<file path="src/rtl/fetch_stage.sv">
// Instruction fetch front end: one outstanding memory request, 2-entry {pc, instr}
// buffer toward decode, and redirect handling that discards a response already in flight.
module fetch_stage #(
  parameter logic [31:0] BOOT_ADDR = 32'h0000_0080
) (
  input  logic        clk_i,
  input  logic        rst_ni,
  output logic        instr_req_o,
  output logic [31:0] instr_addr_o,
  input  logic        instr_gnt_i,
  input  logic        instr_rvalid_i,
  input  logic [31:0] instr_rdata_i,
  input  logic        redirect_i,
  input  logic [31:0] redirect_pc_i,
  output logic        dec_req_o,
  input  logic        dec_ack_i,
  output logic [31:0] dec_instr_o,
  output logic [31:0] dec_pc_o
);

  typedef enum logic [1:0] {
    S_IDLE,
    S_REQ,
    S_WAIT,
    S_FLUSH_WAIT
  } state_t;

  state_t      r_state;
  state_t      w_state_next;
  logic [31:0] r_pc;
  logic [31:0] w_pc_next;
  logic [31:0] r_addr;
  logic        r_flush_pending;
  logic        w_flush_pending_next;
  logic        r_instr_req;
  logic        r_dec_req;
  logic [1:0]  r_count;
  logic [1:0]  w_count_next;
  logic        w_push;
  logic        w_pop;
  logic [31:0] r_fifo_pc    [0:1];
  logic [31:0] r_fifo_instr [0:1];

  // A redirect cancels both the buffer write and the decode handshake of its cycle.
  assign w_push = (r_state == S_WAIT) && instr_rvalid_i && !redirect_i;
  assign w_pop  = (r_count != 2'd0) && dec_ack_i && !redirect_i;

  always_comb begin
    if (redirect_i) begin
      w_count_next = 2'd0;
    end else begin
      w_count_next = r_count + {1'b0, w_push} - {1'b0, w_pop};
    end
  end

  always_comb begin
    w_state_next         = r_state;
    w_flush_pending_next = r_flush_pending;
    w_pc_next            = r_pc;
    if (redirect_i) begin
      w_pc_next = redirect_pc_i & ~32'h0000_0003;
    end
    case (r_state)
      S_IDLE: begin
        if (redirect_i || (r_count < 2'd2)) begin
          w_state_next = S_REQ;
        end
      end
      S_REQ: begin
        if (instr_gnt_i) begin
          w_flush_pending_next = 1'b0;
          if (redirect_i || r_flush_pending) begin
            w_state_next = S_FLUSH_WAIT;
          end else begin
            w_state_next = S_WAIT;
            w_pc_next    = r_addr + 32'd4;
          end
        end else if (redirect_i) begin
          // Address must stay stable until granted; the response is dropped later.
          w_flush_pending_next = 1'b1;
        end
      end
      S_WAIT: begin
        if (instr_rvalid_i) begin
          if (redirect_i || (w_count_next < 2'd2)) begin
            w_state_next = S_REQ;
          end else begin
            w_state_next = S_IDLE;
          end
        end else if (redirect_i) begin
          w_state_next = S_FLUSH_WAIT;
        end
      end
      S_FLUSH_WAIT: begin
        if (instr_rvalid_i) begin
          w_state_next = S_REQ;
        end
      end
      default: begin
        w_state_next = S_IDLE;
      end
    endcase
  end

  always_ff @(posedge clk_i) begin
    if (!rst_ni) begin
      r_state         <= S_IDLE;
      r_pc            <= BOOT_ADDR;
      r_addr          <= BOOT_ADDR;
      r_flush_pending <= 1'b0;
      r_instr_req     <= 1'b0;
      r_dec_req       <= 1'b0;
      r_count         <= 2'd0;
    end else begin
      r_state         <= w_state_next;
      r_pc            <= w_pc_next;
      r_flush_pending <= w_flush_pending_next;
      r_instr_req     <= (w_state_next == S_REQ);
      r_dec_req       <= (w_count_next != 2'd0);
      r_count         <= w_count_next;
      if ((w_state_next == S_REQ) && (r_state != S_REQ)) begin
        r_addr <= w_pc_next;
      end
    end
  end

  // Shift-style buffer: entry 0 is always the head, so decode outputs come straight from flops.
  always_ff @(posedge clk_i) begin
    if (!rst_ni) begin
      r_fifo_pc[0]    <= 32'd0;
      r_fifo_pc[1]    <= 32'd0;
      r_fifo_instr[0] <= 32'd0;
      r_fifo_instr[1] <= 32'd0;
    end else if (w_push && w_pop) begin
      if (r_count == 2'd1) begin
        r_fifo_pc[0]    <= r_addr;
        r_fifo_instr[0] <= instr_rdata_i;
      end else begin
        r_fifo_pc[0]    <= r_fifo_pc[1];
        r_fifo_instr[0] <= r_fifo_instr[1];
        r_fifo_pc[1]    <= r_addr;
        r_fifo_instr[1] <= instr_rdata_i;
      end
    end else if (w_push) begin
      if (r_count == 2'd0) begin
        r_fifo_pc[0]    <= r_addr;
        r_fifo_instr[0] <= instr_rdata_i;
      end else begin
        r_fifo_pc[1]    <= r_addr;
        r_fifo_instr[1] <= instr_rdata_i;
      end
    end else if (w_pop) begin
      r_fifo_pc[0]    <= r_fifo_pc[1];
      r_fifo_instr[0] <= r_fifo_instr[1];
    end
  end

  assign instr_req_o  = r_instr_req;
  assign instr_addr_o = r_addr;
  assign dec_req_o    = r_dec_req;
  assign dec_pc_o     = r_fifo_pc[0];
  assign dec_instr_o  = r_fifo_instr[0];

endmodule
</file>
<file path="config.mk">
export PLATFORM = sky130hd
export DESIGN_NAME = fetch_stage
export DESIGN_NICKNAME = d
export VERILOG_FILES = /design/src/rtl/fetch_stage.sv
export SDC_FILE = /design/constraint.sdc
export NUM_CORES = 1
export LEC_CHECK = 0
export BUFFER_PORTS_ARGS = -buffer_cell sky130_fd_sc_hd__buf_2
export CORE_MARGIN = 10
export CORE_UTILIZATION = 52
export CTS_BUF_LIST = sky130_fd_sc_hd__clkbuf_8
export DETAILED_ROUTE_END_ITERATION = 8
export HOLD_SLACK_MARGIN = 0.12
export PLACE_DENSITY = 0.76
export SETUP_SLACK_MARGIN = 0.1
export SLEW_MARGIN = 25
export SYNTH_ARGS = -nofsm -noshare
export SYNTH_HDL_FRONTEND = slang
export SYNTH_SLANG_ARGS = --single-unit
</file>
<file path="constraint.sdc">
create_clock -name clk_i -period 6.77 [get_ports clk_i]
set_input_delay 0.677 -clock clk_i [delete_from_list [all_inputs] [get_ports clk_i]]
set_output_delay 0.677 -clock clk_i [all_outputs]
set_load 0.02 [all_outputs]
</file>
Word-level counts from Yosys, hierarchy flattened
Memory sizes are Yosys's and may differ from the RTL's.
Index checks and enable logic that the tools add are counted.
{"block": "op_classes", "n_mux": 51, "n_eq_ne": 6, "reduce_logical": 16, "bitwise": 12, "add_sub_neg": 3, "magnitude_cmp": 2}
{"op": "32-bit 2-to-1 mux", "n": 16}
{"op": "32-bit by 3-bit adder with 32-bit output (second input constant)", "n": 1}
{"op": "1-bit 2-to-1 mux", "n": 28}
{"op": "2-bit 2-to-1 mux", "n": 6}
{"op": "1-bit bitwise OR", "n": 12}
{"op": "2-bit one-hot mux with 4 select lines", "n": 1}
{"op": "2-bit by 1-bit == test with 1-bit output (second input constant)", "n": 3}
{"op": "1-bit logical AND", "n": 6}
{"op": "2-bit nonzero test", "n": 3}
{"op": "2-bit == test (second input constant)", "n": 2}
{"op": "2-bit zero test", "n": 2}
{"op": "2-bit less-than comparator (second input constant)", "n": 2}
{"op": "1-bit logical OR", "n": 3}
{"op": "2-bit by 1-bit adder with 2-bit output", "n": 1}
{"op": "2-bit by 1-bit != test with 1-bit output (second input constant)", "n": 1}
{"op": "2-bit AND reduction", "n": 1}
{"op": "2-bit by 1-bit subtractor with 2-bit output", "n": 1}
{"op": "1-bit zero test", "n": 1}
{"block": "word_totals", "in_bits": 70, "register_bits": 71, "mem_count": 2, "ramBits": 128, "word_cells": 99}
{"memory": "r_fifo_instr", "depth": 2, "width": 32, "rd": 2, "rd_clocked_by_memory_dff": 0, "write_ports": 2, "line_no": "42", "source": "logic [31:0] r_fifo_instr [0:1];"}
{"memory": "r_fifo_pc", "depth": 2, "width": 32, "rd": 2, "rd_clocked_by_memory_dff": 0, "write_ports": 2, "line_no": "41", "source": "logic [31:0] r_fifo_pc [0:1];"}

Logic depth before layout (Yosys ltp)
{"block": "depth", "word_depth": 13, "depth_mapped": 13}

Worst setup path after synthesis
Ideal clock, no wire load.
{"block": "synth_path", "kind": "in2reg", "start": "input redirect_i", "end": "memory r_fifo_instr[1][0], enable pin", "setup_slack_ns": -0.262, "setup_time_ns": 0.574, "path_stages": 8, "arrival_time_ns": 6.458, "n_path_buf": 3, "cell_sequence": "buf_2 buf_2 buf_2 nor3b_1 ha_1 xor2_1 nor2_1 o21ai_0"}
{"element": "start: declaration", "line_no": "13", "source": "input logic redirect_i,"}
{"element": "end: declaration", "line_no": "42"}

==> impl_metrics.env <==
export IMPL_slew_limit_headroom=0.450
export IMPL_rr_endpoint="r_fifo_pc[0][16]"
export IMPL_cp_start_kind="primary input"
export IMPL_syn_avg_cell_area_um2=11.7
export IMPL_holdBufCountCts=0
export IMPL_count_of_cell_types_in_the_netlist=52
export IMPL_effective_utilization_at_floorplan=0.528
export IMPL_grt_ovfl_total=0
export IMPL_via_per_inst=5.42
export IMPL_place_hpwl_um=13400
export IMPL_timing_clock_skew_ns=0.0114
export IMPL_fin_nets=965
export IMPL_tightestPinTransition_ns=0.825
export IMPL_slew_violations=0
export IMPL_worst_path_max_fanout=65
export IMPL_drt_drc_violations_left=0
export IMPL_grt_setup_unrepaired="no"
export IMPL_grt_start_max_net_pins=79
export IMPL_pwr_density_cell_nw_per_um2=233
export IMPL_status="finished clean"
export IMPL_internal_power_mw=1.73
export IMPL_timing_critical_path_required_ns=6.96
export IMPL_worst_r2r_setup_slack_ns=3.79
export IMPL_power_switching_uw=620
export IMPL_count_of_vias_placed_by_the_detailed_router=6089
export IMPL_finalSetupViolCount=0
export IMPL_total_neg_setup_slack_ns=0
export IMPL_clock_insertion_delay_worst_skew_ns=0.46
export IMPL_cts_htree_levels=4
export IMPL_p_comb_frac=0.106
export IMPL_synth_warnings=0
export IMPL_number_of_instances_resized_during_post_cts_repair=0
export IMPL_fraction_of_the_cycle_the_final_worst_path_needs=0.488
export IMPL_p_leak_nw=4.16
export IMPL_fp_row_count=47
export IMPL_post_synthesis_net_count=822
export IMPL_final_hold_violation_count=0
export IMPL_grt_pass1_wl_um=31800
export IMPL_dp_cells=1091
export IMPL_layout_common_cells="sky130_fd_sc_hd__buf_2 (165), sky130_fd_sc_hd__edfxtp_1 (128), sky130_fd_sc_hd__dfxtp_1 (71)"
export IMPL_placement_io_buffers=165
export IMPL_grt_total_usage=0.179
export IMPL_min_period_ns=3.31
export IMPL_per_cell_routed_wire_length_um=18.3
export IMPL_detail_route_wirelength_um=20500
export IMPL_switching_share=0.263
export IMPL_power_sequential_fraction=0.594
export IMPL_postCtsSetupRepairBufs=0
export IMPL_syn_instance_count=748
export IMPL_cts_inserted_buffers=17
export IMPL_critical_path_arrival_ns=3.49
export IMPL_crit_path_start="redirect_i"
export IMPL_p_clk_frac=0.300
export IMPL_grt_pass1_vias=5877
export IMPL_ctsRootBufferMaster="sky130_fd_sc_hd__clkbuf_8"
export IMPL_detail_route_antenna_nets=0
export IMPL_synth_enable_flop_cells=128
export IMPL_clock_tree_buffer_depth=2
export IMPL_worstSetupEndpointType="flip-flop"
export IMPL_proportion_of_synthesized_chip_area_in_sequential_cells=0.603
export IMPL_cts_tree="built"
export IMPL_post_layout_total_power_mw=2.35
export IMPL_synth_cell_area_um2=8730
export IMPL_max_freq_ghz=0.302
export IMPL_post_layout_nonfiller_instances=1123
export IMPL_leading_cell_type_in_the_layout_fill_and_taps_excluded="sky130_fd_sc_hd__buf_2"
export IMPL_post_route_cells_drive_above_1_share=0.260
export IMPL_worst_r2r_startpoint="r_state[1]"
export IMPL_critical_path_class="primary input to flip-flop"
export IMPL_register_bit_total_from_synthesis=199
export IMPL_timing_critical_path_to="r_fifo_pc[0][16]"
export IMPL_worst_setup_hold_path_clk_slew_ns=0.10
export IMPL_maxCapViolCount=0
export IMPL_synth_async_reset_ratio=0
export IMPL_insertedDiodeCount=0
export IMPL_grt_antenna_before_repair=0
export IMPL_die_y_um=150
export IMPL_die_area_um2=22400
export IMPL_nFillCells=1347
export IMPL_tritoncts_num_sinks=199
export IMPL_drt_pass1_iterations=4
export IMPL_timing_reg2reg_worst_path_depth=7
export IMPL_timing_hold_worst_class="primary input to flip-flop"
export IMPL_core_area_um2=16500
export IMPL_worst_ir_drop_vdd_uv=155
export IMPL_gp_routability_congestion=0.792
export IMPL_yosys_most_used_dff="sky130_fd_sc_hd__edfxtp_1"
export IMPL_die_width_um=150
export IMPL_design_portCount=168
export IMPL_initialDrtViolationCount=377
export IMPL_area_growth_syn_to_layout_pct=15.6
[kinds of logic after synthesis]
kind of cell / synth area share
flip-flops: 0.603
adder cells (fa/ha/maj): 0.00573
AND/OR/NAND/NOR: 0.165
multiplexers: 0.0426
AO/OA/AOI/OAI: 0.123
buffers and inverters: 0.0314
XOR/XNOR: 0.0291
[power groups by stage]
stage,Clock (mW),Sequential (mW),Combinational [mW]
after floorplan,0,1.45,0.127
after global placement,0,1.42,0.244
after detailed placement,0,1.43,0.248
after CTS,0.727,1.40,0.249
after global routing,0.775,1.41,0.273
final,0.706,1.40,0.249
[state kept, by name, indices dropped and copies added (netlist names)]
signal           count
instr_addr_o        32
instr_req_o          1
r_fifo_pc           64
r_count              2
r_pc                32
r_state              2
r_flush_pending      1
r_fifo_instr        64
dec_req_o            1
[per-layer routing]
metal,track usage,part of all wire,vias up
met5,0,0,-
met4,0.0545,0.014,0
met3,0.0522,0.079,23
met2,0.264,0.43,186
met1,0.249,0.47,2881
li1,-,-,2999
[through the flow]
step / utilization / cell area, µm² / hold WS (ns) / worst slack [ns]
after floorplan: - / 8730 / 0.437 / 1.47
after global placement: 0.587 / 9700 / 0.454 / 2.87
after detailed placement: 0.587 / 9700 / 0.462 / 2.84
after CTS: 0.609 / 10100 / 0.407 / 3.36
after global routing: 0.611 / 10100 / 0.415 / 3.24
final: 0.611 / 10100 / 0.434 / 3.46
[worst min-delay path by stage]
stage                    startpoint               to  slack [ns]  depth (start not counted)
floorplan           r_flush_pending  r_flush_pending        0.44                          2
global placement    r_flush_pending  r_flush_pending        0.45                          2
detailed placement  r_flush_pending  r_flush_pending        0.46                          2
CTS                     instr_gnt_i      instr_req_o        0.41                          2
global route            instr_gnt_i      instr_req_o        0.41                          2
finish                  instr_gnt_i      instr_req_o        0.43                          2
[cell usage after synthesis (5+ instances only)]
| master | number | share of area |
|---|---|---|
| sky130_fd_sc_hd__edfxtp_1 | 128 | 0.44 |
| sky130_fd_sc_hd__dfxtp_1 | 71 | 0.16 |
| sky130_fd_sc_hd__nand2_1 | 70 | 0.030 |
| sky130_fd_sc_hd__and2_1 | 66 | 0.047 |
| sky130_fd_sc_hd__a22o_1 | 49 | 0.049 |
| sky130_fd_sc_hd__a21oi_1 | 40 | 0.023 |
| sky130_fd_sc_hd__nor2_1 | 38 | 0.016 |
| sky130_fd_sc_hd__buf_2 | 28 | 0.016 |
| sky130_fd_sc_hd__mux2i_1 | 27 | 0.031 |
| sky130_fd_sc_hd__nand3_1 | 23 | 0.013 |
| sky130_fd_sc_hd__nor3_1 | 21 | 0.012 |
| sky130_fd_sc_hd__o21ai_0 | 19 | 0.011 |
| sky130_fd_sc_hd__clkbuf_1 | 18 | 0.0077 |
| sky130_fd_sc_hd__xor2_1 | 18 | 0.018 |
| sky130_fd_sc_hd__a21boi_0 | 11 | 0.0095 |
| sky130_fd_sc_hd__xnor2_1 | 11 | 0.011 |
| sky130_fd_sc_hd__nand4_1 | 10 | 0.0072 |
| sky130_fd_sc_hd__nor2b_1 | 10 | 0.0072 |
| sky130_fd_sc_hd__a21boi_1 | 9 | 0.0077 |
| sky130_fd_sc_hd__mux2_2 | 9 | 0.012 |
| sky130_fd_sc_hd__o211a_1 | 7 | 0.0080 |
| sky130_fd_sc_hd__or3_1 | 6 | 0.0043 |
| sky130_fd_sc_hd__inv_1 | 5 | 0.0021 |
[worst max-delay path, cell delays in order]
cell and delay (ns):
sky130_fd_sc_hd__buf_2 0.07, sky130_fd_sc_hd__buf_4 0.51, sky130_fd_sc_hd__and4bb_2 0.35, sky130_fd_sc_hd__ha_1 0.28, sky130_fd_sc_hd__nor2_1 0.33, sky130_fd_sc_hd__nor2b_4 0.06
sky130_fd_sc_hd__buf_4 0.29, sky130_fd_sc_hd__nor2_2 0.69, sky130_fd_sc_hd__nor3_1 0.15
[layout make-up]
cell class / instances / area (µm²) / area share
inverter: 5 / 18.8 / 0.00186
sequential: 199 / 5270 / 0.522
clock inverter: 14 / 125 / 0.0124
clock buffer: 17 / 234 / 0.0232
multi-input combinational: 489 / 3220 / 0.319
tap: 220 / 275 / 0.0273
timing repair buffer: 179 / 951 / 0.0942
Power figures use the tool's default switching activity.
